===== config.mk =====
export PLATFORM = sky130hd
export DESIGN_NAME = multicycle_controller
export DESIGN_NICKNAME = d
export VERILOG_FILES = /design/src/rtl/multicycle_controller.sv
export SDC_FILE = /design/constraint.sdc
export NUM_CORES = 1
export LEC_CHECK = 0
export BUFFER_PORTS_ARGS = -buffer_cell sky130_fd_sc_hd__buf_4
export CAP_MARGIN = 5
export CELL_PAD_IN_SITES_DETAIL_PLACEMENT = 0
export CELL_PAD_IN_SITES_GLOBAL_PLACEMENT = 1
export CORE_MARGIN = 2
export CORE_UTILIZATION = 23
export DETAILED_ROUTE_END_ITERATION = 16
export GPL_ROUTABILITY_DRIVEN = 1
export GPL_TIMING_DRIVEN = 0
export HOLD_SLACK_MARGIN = 0.1
export PLACE_DENSITY = 0.73
export RECOVER_POWER = 25
export SYNTH_ARGS = -nofsm -noshare
export SYNTH_HDL_FRONTEND = slang
export SYNTH_SLANG_ARGS = --single-unit

===== constraint.sdc =====
create_clock -name clk -period 2.9 [get_ports clk]
set_clock_uncertainty 0.1 [all_clocks]
set_input_delay 0.87 -clock clk [delete_from_list [all_inputs] [get_ports clk]]
set_output_delay 0.87 -clock clk [all_outputs]
set_load 0.01 [all_outputs]

===== src/rtl/multicycle_controller.sv =====
// Multi-cycle MIPS control unit: sequences fetch/decode/execute/memory/
// writeback, drives every datapath enable and mux select, and handshakes
// with a variable-latency memory over mem_req/mem_ready.
// Optional build macro MC_TRAP_EN: adds the illegal-instruction trap and
// the bus-timeout trap (wait counter + TRAP state). Without it, illegal
// instructions behave as a NOP and memory waits are unbounded.
module multicycle_controller #(
  parameter int MAX_WAIT = 15
) (
  input  logic       clk,
  input  logic       reset,
  input  logic [5:0] op,
  input  logic [5:0] func,
  input  logic       zero,
  input  logic       mem_ready,
  output logic       mem_req,
  output logic       mem_we,
  output logic       iord,
  output logic       ir_we,
  output logic       pc_we,
  output logic [1:0] pc_src,
  output logic       reg_we,
  output logic       reg_dst,
  output logic       mem_to_reg,
  output logic       alu_src_a,
  output logic [1:0] alu_src_b,
  output logic [2:0] aluctrl,
  output logic [3:0] state,
  output logic       exc,
  output logic [1:0] exc_cause
);

  typedef enum logic [3:0] {
    S_FETCH  = 4'd0,  S_DECODE = 4'd1,  S_MEMADR = 4'd2,  S_MEMRD  = 4'd3,
    S_MEMWB  = 4'd4,  S_MEMWR  = 4'd5,  S_EXEC   = 4'd6,  S_ALUWB  = 4'd7,
    S_BRANCH = 4'd8,  S_ADDIEX = 4'd9,  S_ADDIWB = 4'd10, S_JUMP   = 4'd11,
    S_TRAP   = 4'd12
  } state_t;

  localparam logic [5:0] OP_RTYPE = 6'b000000;
  localparam logic [5:0] OP_LW    = 6'b100011;
  localparam logic [5:0] OP_SW    = 6'b101011;
  localparam logic [5:0] OP_BEQ   = 6'b000100;
  localparam logic [5:0] OP_ADDI  = 6'b001000;
  localparam logic [5:0] OP_J     = 6'b000010;

  state_t     r_state;
  state_t     w_next;
  logic       w_func_ok;
  logic [2:0] w_func_alu;
  logic       w_illegal;

`ifdef MC_TRAP_EN
  localparam int WW = $clog2(MAX_WAIT + 1);
  // Count value seen during the MAX_WAIT-th consecutive low cycle.
  localparam logic [WW-1:0] LAST_WAIT = WW'(MAX_WAIT - 1);

  logic [WW-1:0] r_wait;
  logic [1:0]    r_cause;
  logic          w_timeout;
  logic          w_req_state;

  assign w_req_state = (r_state == S_FETCH) || (r_state == S_MEMRD) ||
                       (r_state == S_MEMWR);
  assign w_timeout   = !mem_ready && (r_wait == LAST_WAIT);
`endif

  // Decode the R-type function field into an ALU operation and legality.
  always_comb begin
    w_func_ok  = 1'b1;
    w_func_alu = 3'b010;
    case (func)
      6'b100000: w_func_alu = 3'b010;
      6'b100010: w_func_alu = 3'b110;
      6'b100100: w_func_alu = 3'b000;
      6'b100101: w_func_alu = 3'b001;
      6'b101010: w_func_alu = 3'b111;
      default:   w_func_ok  = 1'b0;
    endcase
  end

  // Next-state logic; memory states advance only on the handshake.
  always_comb begin
    w_next    = r_state;
    w_illegal = 1'b0;
    case (r_state)
      S_FETCH, S_MEMRD, S_MEMWR: begin
        if (mem_ready) begin
          if (r_state == S_FETCH)      w_next = S_DECODE;
          else if (r_state == S_MEMRD) w_next = S_MEMWB;
          else                         w_next = S_FETCH;
        end
`ifdef MC_TRAP_EN
        else if (w_timeout) begin
          w_next = S_TRAP;
        end
`endif
      end
      S_DECODE: begin
        case (op)
          OP_LW, OP_SW: w_next = S_MEMADR;
          OP_RTYPE: begin
            if (w_func_ok) w_next = S_EXEC;
            else           w_illegal = 1'b1;
          end
          OP_BEQ:  w_next = S_BRANCH;
          OP_ADDI: w_next = S_ADDIEX;
          OP_J:    w_next = S_JUMP;
          default: w_illegal = 1'b1;
        endcase
        if (w_illegal) begin
`ifdef MC_TRAP_EN
          w_next = S_TRAP;
`else
          w_next = S_FETCH;
`endif
        end
      end
      S_MEMADR: w_next = (op == OP_LW) ? S_MEMRD : S_MEMWR;
      S_MEMWB:  w_next = S_FETCH;
      S_EXEC:   w_next = S_ALUWB;
      S_ALUWB:  w_next = S_FETCH;
      S_BRANCH: w_next = S_FETCH;
      S_ADDIEX: w_next = S_ADDIWB;
      S_ADDIWB: w_next = S_FETCH;
      S_JUMP:   w_next = S_FETCH;
`ifdef MC_TRAP_EN
      S_TRAP:   w_next = S_TRAP;
`endif
      default:  w_next = S_FETCH;
    endcase
  end

  // State register.
  always_ff @(posedge clk) begin
    if (reset) r_state <= S_FETCH;
    else       r_state <= w_next;
  end

`ifdef MC_TRAP_EN
  // Wait counter: consecutive mem_ready-low cycles within one access.
  always_ff @(posedge clk) begin
    if (reset || mem_ready || (w_next != r_state)) r_wait <= '0;
    else if (w_req_state)                          r_wait <= r_wait + 1'b1;
  end

  // Latch the trap cause on entry to TRAP.
  always_ff @(posedge clk) begin
    if (reset)
      r_cause <= 2'b00;
    else if ((r_state != S_TRAP) && (w_next == S_TRAP))
      r_cause <= (r_state == S_DECODE) ? 2'b01 : 2'b10;
  end
`endif

  // Moore outputs from the state, with handshake/zero qualified enables;
  // everything is forced low while reset is asserted.
  always_comb begin
    mem_req    = 1'b0;
    mem_we     = 1'b0;
    iord       = 1'b0;
    ir_we      = 1'b0;
    pc_we      = 1'b0;
    pc_src     = 2'b00;
    reg_we     = 1'b0;
    reg_dst    = 1'b0;
    mem_to_reg = 1'b0;
    alu_src_a  = 1'b0;
    alu_src_b  = 2'b00;
    aluctrl    = 3'b000;
    state      = 4'd0;
    exc        = 1'b0;
    exc_cause  = 2'b00;
    if (!reset) begin
      state = r_state;
      case (r_state)
        S_FETCH: begin
          mem_req   = 1'b1;
          alu_src_b = 2'b01;
          aluctrl   = 3'b010;
          ir_we     = mem_ready;
          pc_we     = mem_ready;
        end
        S_DECODE: begin
          alu_src_b = 2'b11;
          aluctrl   = 3'b010;
        end
        S_MEMADR, S_ADDIEX: begin
          alu_src_a = 1'b1;
          alu_src_b = 2'b10;
          aluctrl   = 3'b010;
        end
        S_MEMRD: begin
          mem_req = 1'b1;
          iord    = 1'b1;
        end
        S_MEMWB: begin
          reg_we     = 1'b1;
          mem_to_reg = 1'b1;
        end
        S_MEMWR: begin
          mem_req = 1'b1;
          mem_we  = 1'b1;
          iord    = 1'b1;
        end
        S_EXEC: begin
          alu_src_a = 1'b1;
          aluctrl   = w_func_alu;
        end
        S_ALUWB: begin
          reg_we  = 1'b1;
          reg_dst = 1'b1;
        end
        S_BRANCH: begin
          alu_src_a = 1'b1;
          aluctrl   = 3'b110;
          pc_src    = 2'b01;
          pc_we     = zero;
        end
        S_ADDIWB: reg_we = 1'b1;
        S_JUMP: begin
          pc_we  = 1'b1;
          pc_src = 2'b10;
        end
`ifdef MC_TRAP_EN
        S_TRAP: begin
          exc       = 1'b1;
          exc_cause = r_cause;
        end
`endif
        default: ;
      endcase
    end
  end

endmodule

==> flow_summary.ini, run 1 <==
[grt]
grt_pass1_wl_um = 3920
grt_usage = 0.119
grt_max_degree = 11
first_global_vias = 919
antenna_found_initial = 0
grt.overflow.total = 0

[final_layout]
reg_top3 = r_state x4
final-seq-area_um2 = 80.1
nNetsFinal = 170
largest_register_ffs = 4
synthToLayoutAreaGrowth_pct = 39.8
max_flop_register = r_state
multi_input_area_um2 = 599
finalInstanceArea_mm2 = 0.00113
drive_gt1_frac = 0.362
nFillCells = 395
diodes = 0

[die]
start_util = 0.240
design.core.area_mm2 = 0.00336
pin_count = 39
die_h_um = 63.2
rows = 21
die_w_um = 63.2
die_area_mm2 = 0.00399

[setup_path]
cp-end-kind = output port
r2r_start = r_state[0]
crit_fanout = 16
rr_endpoint = r_state[1]
rrSetupSlack_ps = 1530
worstPathRequired_ps = 1930
critical_path_class = input port to output port
critical_path.startpoint = reset
cp.arrival_ps = 1790
start_kind = input port
r2r_cells = 5

[yosys]
synthCells = 113
ys_warn_count = 0
syn_area_per_cell_um2 = 7.13
synth-edff-count = 0
yosysUniqueCellTypes = 51
ys_seq_area_frac = 0.0994
ys_ff_latch = 4
ys_async_sr_fraction = 0
synth-main-ff-cell = dfxtp_1
syn_area_um2 = 806

[sta]
setup_viol = 0
worst_slew_pin_slew_ps = 651
slew_violations = 0
fin_crit_sh = 0.953
setup_tns_ps = 0
hold_viol_final = 0
period_minus_slack_ps = 2760
rsz0062_at_grt = false
fmax_ghz = 0.362
slew_headroom = 0.555

[clock_network]
cts_sinks = 4
cts_tree = done
clk_pin_slew_ps = 40
clk_path_buf_depth = 2
cts_buffers = 3
clock-root-buffer = clkbuf_4
htreeDepth = 1
cts-hold-fix-buffers = 0
cts_resized = 0
clock_latency_ps = 230

[hold_path]
hp-class = flip-flop to flip-flop
min_path_cells = 3
min-delay-start = r_state[2]
worstHoldEndpoint = r_state[0]

[detailed_routing]
drt_wl_total_um = 2360
drt.antenna.violating_nets = 0
wl_per_cell_um = 11.9
dr.pass1.iters = 4
viasPerCell = 4.71
num_vias = 932
drcViolationCount = 0
drtIter0Drc = 25

[placed_design]
placed_area_mm2 = 0.00113
gp_congestion = 0.836
dp_hpwl_um = 1890
io_buffers = 35

[status]
outcome = finished, final reports clean

[power]
power_density_mw_per_mm2 = 187
leakage_uw = 0.000504
peakVddDrop_uv = 90.7
p_total_uw = 211

[job]
drv_cap = 0
==> power by group <==
group	switching (uW)	internal, uW
Clock	20.9	46.2
Combinational	44.4	42.3
Sequential	0.773	56.5
Total	66.1	145
==> per-layer routing <==
layer	GRT usage	vias up	wire (um)
met5	0	-	0
met3	0.0161	0	91
met1	0.133	430	1030
li1	-	480	-
met2	0.230	22	1230
met4	0.0326	0	0
==> layout make-up <==
type / count / share of cell area
plain buffers: 11 / 0.0822
clock buffers: 3 / 0.0200
inverters: 5 / 0.0167
multi-input cells: 94 / 0.532
flip-flops and latches: 4 / 0.0711
well taps: 46 / 0.0511
repair buffers: 35 / 0.227
==> cell usage after synthesis (2+ instances only) <==
cell | count | share of area
nand2_1 | 9 | 0.042
o21ai_0 | 2 | 0.012
a21oi_1 | 8 | 0.050
nor4_1 | 2 | 0.016
nor3_1 | 2 | 0.012
inv_1 | 4 | 0.019
dfxtp_1 | 4 | 0.099
o2111a_1 | 2 | 0.028
nor2_1 | 11 | 0.051
nand3_1 | 3 | 0.019
buf_4 | 5 | 0.047
nor4_2 | 2 | 0.031
xor2_1 | 2 | 0.022
o21bai_1 | 2 | 0.019
buf_6 | 4 | 0.056
nor3_2 | 2 | 0.025
buf_2 | 2 | 0.012
nor2b_1 | 4 | 0.031
nand3b_1 | 2 | 0.019
o21ai_1 | 2 | 0.012
nand2b_1 | 9 | 0.070
==> how the worst max path moves through the flow <==
stage | end | slack, ps
6_report | aluctrl[2] | 140
5_1_grt | aluctrl[2] | 80
4_1_cts | mem_we | 70
3_5_place_dp | mem_we | 80
3_3_place_gp | mem_we | 130
2_1_floorplan | aluctrl[2] | 340
==> cell families after synthesis <==
| kind of cell | synth area share |
|---|---|
| AND/OR/NAND/NOR | 0.435 |
| AO/OA/AOI/OAI | 0.286 |
| buffers and inverters | 0.143 |
| flip-flops | 0.0994 |
| XOR/XNOR | 0.0326 |
| other | 0.00465 |
==> per-stage QoR <==
step | hold slack, ps | std cells | util | setup WS [ps]
2_1_floorplan | 493 | 115 | - | 345
3_3_place_gp | 579 | 196 | 0.337 | 131
3_5_place_dp | 584 | 196 | 0.337 | 75.8
4_1_cts | 582 | 199 | 0.344 | 72.8
5_1_grt | 604 | 198 | 0.335 | 84.6
6_report | 575 | 198 | 0.335 | 135
==> layout by cell type, fill, tap and decap left out, drive strengths merged, types with 2 or more instances in the layout <==
cell type and count:
or3b 2, nand3 4, o21ai 4, buf 44, nand2 9, o31ai 2
o2111a 2, inv 5, nand3b 2, nand2b 10, nor4 4, clkbuf 5
nor2 12, conb 3, a21oi 8, xor2 2, nor3 4, dfxtp 4
nor2b 4, o21bai 2
==> timing repair <==
action,in CTS,in global routing
setup endpoints to repair,0,1
buffers inserted,0,0
hold endpoints to repair,0,0
==> worst max-delay path, cell delays in order <==
cell and delay [ps]:
buf_4 170, or2_1 270, nor3_2 210, o21bai_1 140
buf_4 130
Note: power is estimated with default switching activity, not from simulation.
==> run 2, diff against run 1 <==
--- a/config.mk
+++ b/config.mk
@@ -15,7 +15,7 @@
 export GPL_ROUTABILITY_DRIVEN = 1
 export GPL_TIMING_DRIVEN = 0
 export HOLD_SLACK_MARGIN = 0.1
-export PLACE_DENSITY = 0.73
+export PLACE_DENSITY = 0.75
 export RECOVER_POWER = 25
 export SYNTH_ARGS = -nofsm -noshare
 export SYNTH_HDL_FRONTEND = slang
==> constraint.sdc (replaced) <==
create_clock -name clk -period 2.4 [get_ports clk]
set_clock_uncertainty 0.1 [all_clocks]
set_input_delay 0.72 -clock clk [delete_from_list [all_inputs] [get_ports clk]]
set_output_delay 0.72 -clock clk [all_outputs]
set_load 0.01 [all_outputs]
==> run 2 against run 1 <==
Compared with the run above: wire length shrank 5.3%; sequential power up 21%; count of clock-buffer cells in the layout stayed put; critical path depth unchanged; setup slack lost 110 ps; largest cell class unchanged; highest routed layer is now met4.
==> flow_summary.ini, run 2 (synthesis results as in run 1) <==
[status]
outcome = finished, final reports clean

[setup_path]
critical_path_class = input port to output port
crit_fanout = 3
r2r_cells = 4
r2r_start = r_state[1]
rrSetupSlack_ps = 890
rr_endpoint = r_state[2]
start_kind = input port
cp-end-kind = output port
cp.arrival_ps = 1560
worstPathRequired_ps = 1580

[final_layout]
layout_commonest_cell = buf_4
nNetsFinal = 172
reg_top3 = r_state x4
max_flop_register = r_state
layout_common_cells = buf_4 (38), nor2_1 (10), nand2_1 (9), nand2b_1 (9), a21oi_1 (8)
multi_input_area_um2 = 632
final-seq-area_um2 = 81.3
final_core_util = 0.353
largest_register_ffs = 4
nFillCells = 396
drive_gt1_frac = 0.422
diodes = 0
synthToLayoutAreaGrowth_pct = 47.2

[hold_path]
worstHoldEndpoint = r_state[0]
hp-class = flip-flop to flip-flop
min_path_cells = 3
min-delay-start = r_state[2]

[detailed_routing]
met3_wirelength_um = 78
wl_met1_um = 1070
drtIter0Drc = 36
drt_wl_total_um = 2230
num_vias = 936
drcViolationCount = 0
top_layer = met4
drt.antenna.violating_nets = 0
viasPerCell = 4.68
dr_wl_met2_um = 1070
dr.pass1.iters = 4
wl_per_cell_um = 11.2

[power]
leakage_uw = 0.000532
power_density_mw_per_mm2 = 220
p_total_uw = 261
peakVddDrop_uv = 206

[die]
die_area_mm2 = 0.00399
rows = 21
pin_count = 39
die_h_um = 63.2
die_w_um = 63.2
start_util = 0.240
design.core.area_mm2 = 0.00336

[sta]
period_minus_slack_ps = 2380
setup_viol = 0
rsz0062_at_grt = true
hold_viol_final = 0
slew_violations = 0
fin_crit_sh = 0.990
slew_headroom = 0.586
fmax_ghz = 0.421
worst_slew_pin_slew_ps = 605

[clock_network]
cts_buffers = 3
cts_sinks = 4
htreeDepth = 1
clk_pin_slew_ps = 40
clk_path_buf_depth = 2
cts_tree = done
cts-hold-fix-buffers = 0
clock_latency_ps = 230
clock-root-buffer = clkbuf_4

[grt]
first_global_vias = 878
antenna_found_initial = 0
grt.overflow.total = 0
grt_max_degree = 11
grt_usage = 0.113
grt_pass1_wl_um = 3800

[placed_design]
gp_congestion = 0.815
io_buffers = 35
dp_hpwl_um = 1820

[job]
drv_cap = 0
[run 2: timing repair]
action / 4_1_cts / 5_1_grt
gates resized for setup: 4 / 7
cloned: 0 / 0
pin swaps: 4 / 3
setup buffers: 1 / 0
endpoints found under the setup margin: 5 / 6
[run 2: metal layers]
layer  global-route usage  vias to the layer above
li1                     -                      481
met1                0.148                      428
met2                0.197                       25
met3               0.0107                        2
met4               0.0326                        0
met5                    0                        -
[run 2: worst max path at each step]
stage | startpoint | endpoint | slack, ps | cells after the start
floorplan | func[4] | aluctrl[2] | 140 | 3
global placement | reset | mem_we | -60 | 5
detailed placement | reset | mem_we | -90 | 5
CTS | reset | aluctrl[2] | 9 | 5
global route | reset | mem_we | -20 | 5
finish | func[4] | aluctrl[2] | 20 | 5
[run 2: critical path: stages]
cell,delay [ps]
buf_4,110
nand2b_4,140
or3_4,330
o21bai_1,130
buf_4,130
[run 2: area by class of cell]
cell class | count | share of cell area
multi-input combinational | 94 | 0.533
timing repair buffer | 36 | 0.228
clock buffer | 3 | 0.0190
tap | 46 | 0.0485
sequential | 4 | 0.0686
inverter | 5 | 0.0158
buffer | 12 | 0.0876
[run 2: where the power goes]
group	switching [uW]	internal (uW)
clock	25.3	55.8
sequential	0.952	68.2
combinational	54.8	56.2
[run 2: metrics by stage]
stage                     cell area [um^2]  hold WS, ps  cells  TNS, ps  setup WS [ps]
after global placement                1130          581    196     -131          -63.9
after detailed placement              1130          584    196     -184          -94.3
after CTS                             1180          590    200        0           9.04
after floorplan                        813          493    115        0            145
final                                 1190          566    200        0           24.7
after global routing                  1190          616    200    -21.0          -19.1
